$ cat config.mk
export PLATFORM = sky130hd
export DESIGN_NAME = cordic_seq_ctl
export DESIGN_NICKNAME = d
export VERILOG_FILES = /design/src/rtl/cordic_seq_ctl.sv
export SDC_FILE = /design/constraint.sdc
export NUM_CORES = 1
export LEC_CHECK = 0
export CAP_MARGIN = 5
export CELL_PAD_IN_SITES_DETAIL_PLACEMENT = 1
export CELL_PAD_IN_SITES_GLOBAL_PLACEMENT = 1
export CORE_MARGIN = 2
export CORE_UTILIZATION = 25
export CTS_CLUSTER_SIZE = 20
export DETAILED_ROUTE_END_ITERATION = 12
export PLACE_DENSITY_LB_ADDON = 0.1
export SYNTH_ARGS = -nofsm -noshare
export SYNTH_HDL_FRONTEND = slang
export SYNTH_SLANG_ARGS = --single-unit
$ cat constraint.sdc
create_clock -name clka -period 2.25 [get_ports clka]
set_input_delay 0.45 -clock clka [delete_from_list [all_inputs] [get_ports clka]]
set_output_delay 0.45 -clock clka [all_outputs]
set_load 0.01 [all_outputs]
$ cat src/rtl/cordic_seq_ctl.sv
// Sequencer for the two-phase CORDIC datapath: latch op, CLR/LOAD, ITER-1 micro-rotations, capture results.
// Result after ITER edges (rotation) or ITER+1 (vectoring); holds in DONE until res_ready, abort returns to IDLE.
module cordic_seq_ctl #(
    parameter int ITER = 8
) (
    input  logic       clka,
    input  logic       rst_n,
    input  logic       start_valid,
    output logic       start_ready,
    input  logic       start_mode,
    input  logic [7:0] op_a,
    input  logic [7:0] op_b,
    input  logic       abort,
    output logic       res_valid,
    input  logic       res_ready,
    output logic [7:0] res0,
    output logic [7:0] res1,
    output logic       busy,
    output logic       seq_err,
    output logic       cordic_mode,
    output logic [7:0] dp_in0,
    output logic [7:0] dp_in1,
    output logic [1:0] in_mux_ctl,
    output logic       counter_rst,
    output logic       counter_hold,
    input  logic [3:0] counter,
    input  logic [7:0] out_port0,
    input  logic [7:0] out_port1
);

    localparam logic [3:0] LAST = 4'(ITER - 1);

    typedef enum logic [2:0] {S_IDLE, S_CLR, S_LOAD, S_ITER, S_DONE} state_t;

    state_t     state_q, state_d;
    logic [3:0] it_q, it_d;
    logic       mode_q, mode_d;
    logic [7:0] opa_q, opa_d;
    logic [7:0] opb_q, opb_d;
    logic [7:0] res0_q, res0_d;
    logic [7:0] res1_q, res1_d;
    logic       seq_err_q, seq_err_d;
    logic       capture;

    always_ff @(posedge clka or negedge rst_n) begin
        if (!rst_n) begin
            state_q   <= S_IDLE;
            it_q      <= 4'd0;
            mode_q    <= 1'b0;
            opa_q     <= 8'd0;
            opb_q     <= 8'd0;
            res0_q    <= 8'd0;
            res1_q    <= 8'd0;
            seq_err_q <= 1'b0;
        end else begin
            state_q   <= state_d;
            it_q      <= it_d;
            mode_q    <= mode_d;
            opa_q     <= opa_d;
            opb_q     <= opb_d;
            res0_q    <= res0_d;
            res1_q    <= res1_d;
            seq_err_q <= seq_err_d;
        end
    end

    always_comb begin
        state_d   = state_q;
        it_d      = it_q;
        mode_d    = mode_q;
        opa_d     = opa_q;
        opb_d     = opb_q;
        res0_d    = res0_q;
        res1_d    = res1_q;
        seq_err_d = seq_err_q;
        capture   = 1'b0;
        case (state_q)
            S_IDLE: begin
                if (start_valid) begin
                    mode_d    = start_mode;
                    opa_d     = op_a;
                    opb_d     = op_b;
                    seq_err_d = 1'b0;
                    state_d   = start_mode ? S_CLR : S_LOAD;
                end
            end
            S_CLR:  state_d = S_LOAD;
            S_LOAD: begin
                it_d    = 4'd1;
                state_d = (ITER == 1) ? S_DONE : S_ITER;
            end
            S_ITER: begin
                it_d = it_q + 4'd1;
                if (it_q == LAST) state_d = S_DONE;
            end
            S_DONE: if (res_ready) state_d = S_IDLE;
            default: state_d = S_IDLE;
        endcase
        // abort beats both the DONE entry and the result handshake
        if (abort && state_q != S_IDLE) state_d = S_IDLE;
        capture = (state_d == S_DONE) && (state_q != S_DONE);
        if (capture) begin
            res0_d = out_port0;
            res1_d = out_port1;
            if (counter != LAST) seq_err_d = 1'b1;
        end
    end

    // Outputs depend only on registered state, so they settle right after the rising edge.
    always_comb begin
        start_ready  = 1'b0;
        busy         = 1'b1;
        res_valid    = 1'b0;
        in_mux_ctl   = 2'b01;
        counter_rst  = 1'b0;
        counter_hold = 1'b0;
        cordic_mode  = mode_q;
        dp_in0       = 8'd0;
        dp_in1       = 8'd0;
        case (state_q)
            S_IDLE: begin
                start_ready = 1'b1;
                busy        = 1'b0;
                counter_rst = 1'b1;
                cordic_mode = 1'b0;
            end
            S_CLR: begin
                in_mux_ctl  = 2'b00;
                counter_rst = 1'b1;
            end
            S_LOAD: begin
                in_mux_ctl  = mode_q ? 2'b10 : 2'b00;
                counter_rst = 1'b1;
                dp_in0      = opa_q;
                dp_in1      = opb_q;
            end
            S_DONE: begin
                counter_hold = 1'b1;
                res_valid    = 1'b1;
            end
            default: ;
        endcase
    end

    assign res0    = res0_q;
    assign res1    = res1_q;
    assign seq_err = seq_err_q;

endmodule

**Yosys cells after proc, flatten, opt, wreduce, memory -nomap -nowiden**

Cells that the tools add are included.

- $add $sub $neg: 1
- Muxes and demuxes: 20
- Equality and inequality tests: 8
- Reduce and logical (&&, ||, !) cells: 7

Operators with widths:

| cell | number |
|---|---|
| 2-to-1 mux 8 bit | 2 |
| one-hot mux 3 bit (5 select lines) | 1 |
| 2-to-1 mux 3 bit | 4 |
| 2-to-1 mux 1 bit | 9 |
| one-hot mux 4 bit (2 select lines) | 1 |
| equality test 3 x 2 -> 1 bit (second input constant) | 2 |
| equality test 3 bit (second input constant) | 2 |
| adder 4 x 1 -> 4 bit (second input constant) | 1 |
| equality test 4 x 3 -> 1 bit (second input constant) | 1 |
| 2-to-1 mux 2 bit | 2 |
| inequality test 4 x 3 -> 1 bit (second input constant) | 1 |
| one-hot mux 2 bit (2 select lines) | 1 |
| equality test 3 x 1 -> 1 bit (second input constant) | 1 |
| logical NOT 3 bit | 1 |
| inequality test 3 bit (second input constant) | 1 |
| nonzero test 3 bit | 1 |
| OR reduction 3 bit | 1 |
| logical AND 1 bit | 2 |
| AND reduction 2 bit | 1 |
| nonzero test 2 bit | 1 |

- Register bits after elaboration: 41
- Output and inout bits: 41
- Bits of input ports: 42

**Depth between registers and ports, before layout**

- Depth after elaboration: 7
- Gate-level depth with buffers: 6
- Mapped depth without buffers: 4

**Worst setup path before layout**

Ideal clock, no wire load.

- Kind: register to output
- Start: reg state_q[2]
- End: out dp_in0[2]
- Cell stages (with the launch flop): 5
- Arrival time: 1.389 ns
- Required time: 1.800 ns
- Slack: 0.411 ns
- Cell sequence: dfrtp_1 clkbuf_1 nor3b_1 clkbuf_1 and2_1

- Longest elaborated chain between the ends: 2

Ends and longest elaborated chain:

| element | RTL line | source |
|---|---|---|
| start, declared | 35 | `state_t state_q, state_d;` |
| start signal, assigned | 56 | `state_q <= state_d;` |
| equality test 3 x 2 -> 1 bit | 120 | `case (state_q)` |
| 2-to-1 mux 8 bit | 120 |  |
| end, declared | 21 | `output logic [7:0] dp_in0,` |

Every way passes these cells.

**Worst setup path in the final report**

- Start: reg state_q[2]
- End: out start_ready

- Longest elaborated chain between the ends: 2

Ends and longest elaborated chain:

| element | RTL line | source |
|---|---|---|
| logical NOT 3 bit | 120 |  |
| 2-to-1 mux 1 bit | 120 |  |
| end, declared | 9 | `output logic start_ready,` |

Every way passes these cells.

==> results_dict.tcl <==
set metrics [dict create \
    status "complete, no violations" \
    fin_nets 276 \
    crit_path_end_kind "output port" \
    worstMarginPinSlew_ns 0.273 \
    worstSetupPathType "reg -> out" \
    slew_headroom_pct 81.7 \
    wl_per_cell_um 14.2 \
    layout_setup_ws_ns 0.0967 \
    finClkSkew_ns 0.00996 \
    core_um2 7290 \
    viasPerCell 4.29 \
    avgSynthCellArea_um2 13.0 \
    synth_cells 146 \
    synth_seq_area_share_pct 54.2 \
    hold_buffers 0 \
    post-route-util_pct 40.3 \
    r2r_setup_slack_ns 0.44 \
    p_leak_nw 1.32 \
    holdCritPathClass "in -> async" \
    p_per_area_nw_per_um2 1130 \
    power_mw 3.31 \
    row_count 31 \
    grt_pass1_wl_mm 8.03 \
    post-route-period-util_pct 95.7 \
    crit_path_start_kind "flop" \
    insertion_delay_ns 0.29 \
    synth_cell_types 33 \
    grt_pass1_vias 1637 \
    ys.flop_type "dfrtp_1" \
    initial_utilization_pct 26.0 \
    io_pins 83 \
    ctsHtreeMaxLevel 2 \
    drv_slew 0 \
    drive_gt1_share_pct 24.4 \
    peakVddDrop_uv 400 \
    rsz0062_at_grt "no" \
    worstReg2RegEnd "res0[4]" \
    finalCriticalPeriod_ns 2.15 \
    syn_nets 189 \
    worstPathMaxFanout 11 \
    hold_violations 0 \
    syn_area_um2 1890 \
    io_buffers 82 \
    yosys_warnings 0 \
    synth_edf_count 0 \
    grt_max_degree 42 \
    grt.overflow.total 0 \
    cts_tree "done" \
    die_x_um 91.0 \
    place_ws_ns 0.108 \
    antenna_found_initial 0 \
    cp.required_ns 1.80 \
    first_pass_iters 3 \
    antenna_cells 0 \
    antenna_left 0 \
    highest_layer "met4" \
    drcViolationCount 0 \
    finalSetupViolations 0 \
    fmax_mhz 464 \
    syn_to_final_growth_pct 55.0 \
    drt-initial-drc-count 39 \
    clock-sinks 41 \
    die-area_um2 8290 \
    async_flop_share_pct 100 \
    grtUsageTotal_pct 12.2 \
    vias 1428 \
    nFillCells 816 \
    place_hpwl_mm 3.53 \
    dr_wl_met3_um 332 \
    numCtsBuffers 5 \
    rr_worst_depth 5 \
    drt-total-wl_mm 4.74 \
    wl_met1_mm 1.98 \
    tns_ns 0 \
    cts_root_buf "clkbuf_8" \
    gp_congestion 0.733 \
    die_h_um 91.0 \
    clockBufferDepth 2 \
    dr_wl_met2_mm 2.40 \
    path_clk_slew_ns 0.09 \
    maxCapViolations 0 \
    rr_startpoint "state_q[2]" \
    ys_ff_latch 41 \
    worst_ep_arrival_time_ns 1.70 \
]
## placed cells by master (no fill, tap or decap), drive strengths merged
master,count
nand3b,1
o31ai,1
nand2b,3
inv,2
clkdlybuf4s50,64
clkinvlp,1
o22ai,1
mux2,35
o32ai,1
a22o,1
nor3b,2
nor4b,1
or4b,1
a21oi,2
buf,9
dfrtp,41
ha,1
nor3,3
or2b,1
dlygate4sd2,17
clkbuf,5
clkinv,2
or2,1
nor2b,2
nor2,1
xor2,1
a22oi,1
or3,2
and2,17
nand3,3
nand2,7
and4b,1
o21ai,3
## state kept, by name, indices dropped and copies added (netlist names)
name and cells:
mode_q 1, opa_q 8, seq_err 1, state_q 3, it_q 4, res1 8, res0 8, opb_q 8
## synthesized netlist by cell type (2+ instances only)
cell type  instances  share of area, %
dfrtp_1           41                54
mux2_2            26                15
and2_1            17               5.6
mux2_4             9               7.1
nand2_1            7               1.4
buf_2              3              0.79
clkbuf_1           3              0.59
nand2b_1           3              0.99
nand3_1            3              0.79
nor3_1             3              0.79
o21ai_0            3              0.79
a21oi_1            2              0.53
buf_4              2              0.79
inv_1              2              0.40
nor2b_1            2              0.66
nor3b_1            2              0.79
or3_1              2              0.66
## worst max-delay path by stage
| stage | start | end | cells after the start | slack [ns] |
|---|---|---|---|---|
| floorplan | state_q[2] | dp_in0[2] | 4 | 0.41 |
| global placement | abort | res0[3] | 5 | 0.14 |
| detailed placement | abort | res0[4] | 5 | 0.11 |
| global route | state_q[2] | start_ready | 3 | 0.03 |
| CTS | state_q[0] | res_valid | 3 | 0.04 |
| finish | state_q[2] | start_ready | 3 | 0.1 |
## cell type report
type                       count  area, um2  area share [%]
tap                           99        124            4.22
clock inverter                 3       17.5           0.597
inverter                       2       7.51           0.256
clock buffer                   5       68.8            2.34
timing repair buffer          90        883            30.1
sequential                    41       1030            34.9
multi-input combinational     93        810            27.6
## timing repair
item / CTS / global route
endpoints found under the setup margin: 17 / 2
pin swaps: 1 / 0
setup buffers: 0 / 0
gates resized for setup: 19 / 1
## worst max-delay path, cell delays in order, from the launching register on
cell and delay (ns):
dfrtp_1 0.41, buf_4 0.18, nor3_2 0.25, clkdlybuf4s50_1 0.58
## logic make-up after synthesis
group	Yosys count	synth area share [%]
multiplexers	35	22.6
buffers and inverters	12	4.23
flip-flops	41	54.2
adder cells (fa/ha/maj)	1	0.660
AO/OA/AOI/OAI	10	3.37
AND/OR/NAND/NOR	46	14.5
XOR/XNOR	1	0.462
## per-stage QoR
stage                     instances  hold WS, ns  instance area (um2)
after floorplan                 146        0.154                 1890
after global placement          325        0.434                 2860
after detailed placement        325        0.444                 2860
after CTS                       333        0.113                 2930
after global routing            333        0.111                 2940
final                           333        0.110                 2940
## routing by layer
| metal | global-route usage [%] | up-vias |
|---|---|---|
| met3 | 4.07 | 4 |
| met2 | 20.9 | 48 |
| met1 | 14.5 | 703 |
| li1 | - | 673 |
| met4 | 3.41 | 0 |
| met5 | 0 | - |
## power breakdown
| part | switching [mW] | internal (mW) |
|---|---|---|
| clock network | 0.253 | 0.214 |
| registers | 0.165 | 1.05 |
| logic | 0.661 | 0.962 |
Power figures use the tool's default switching activity.
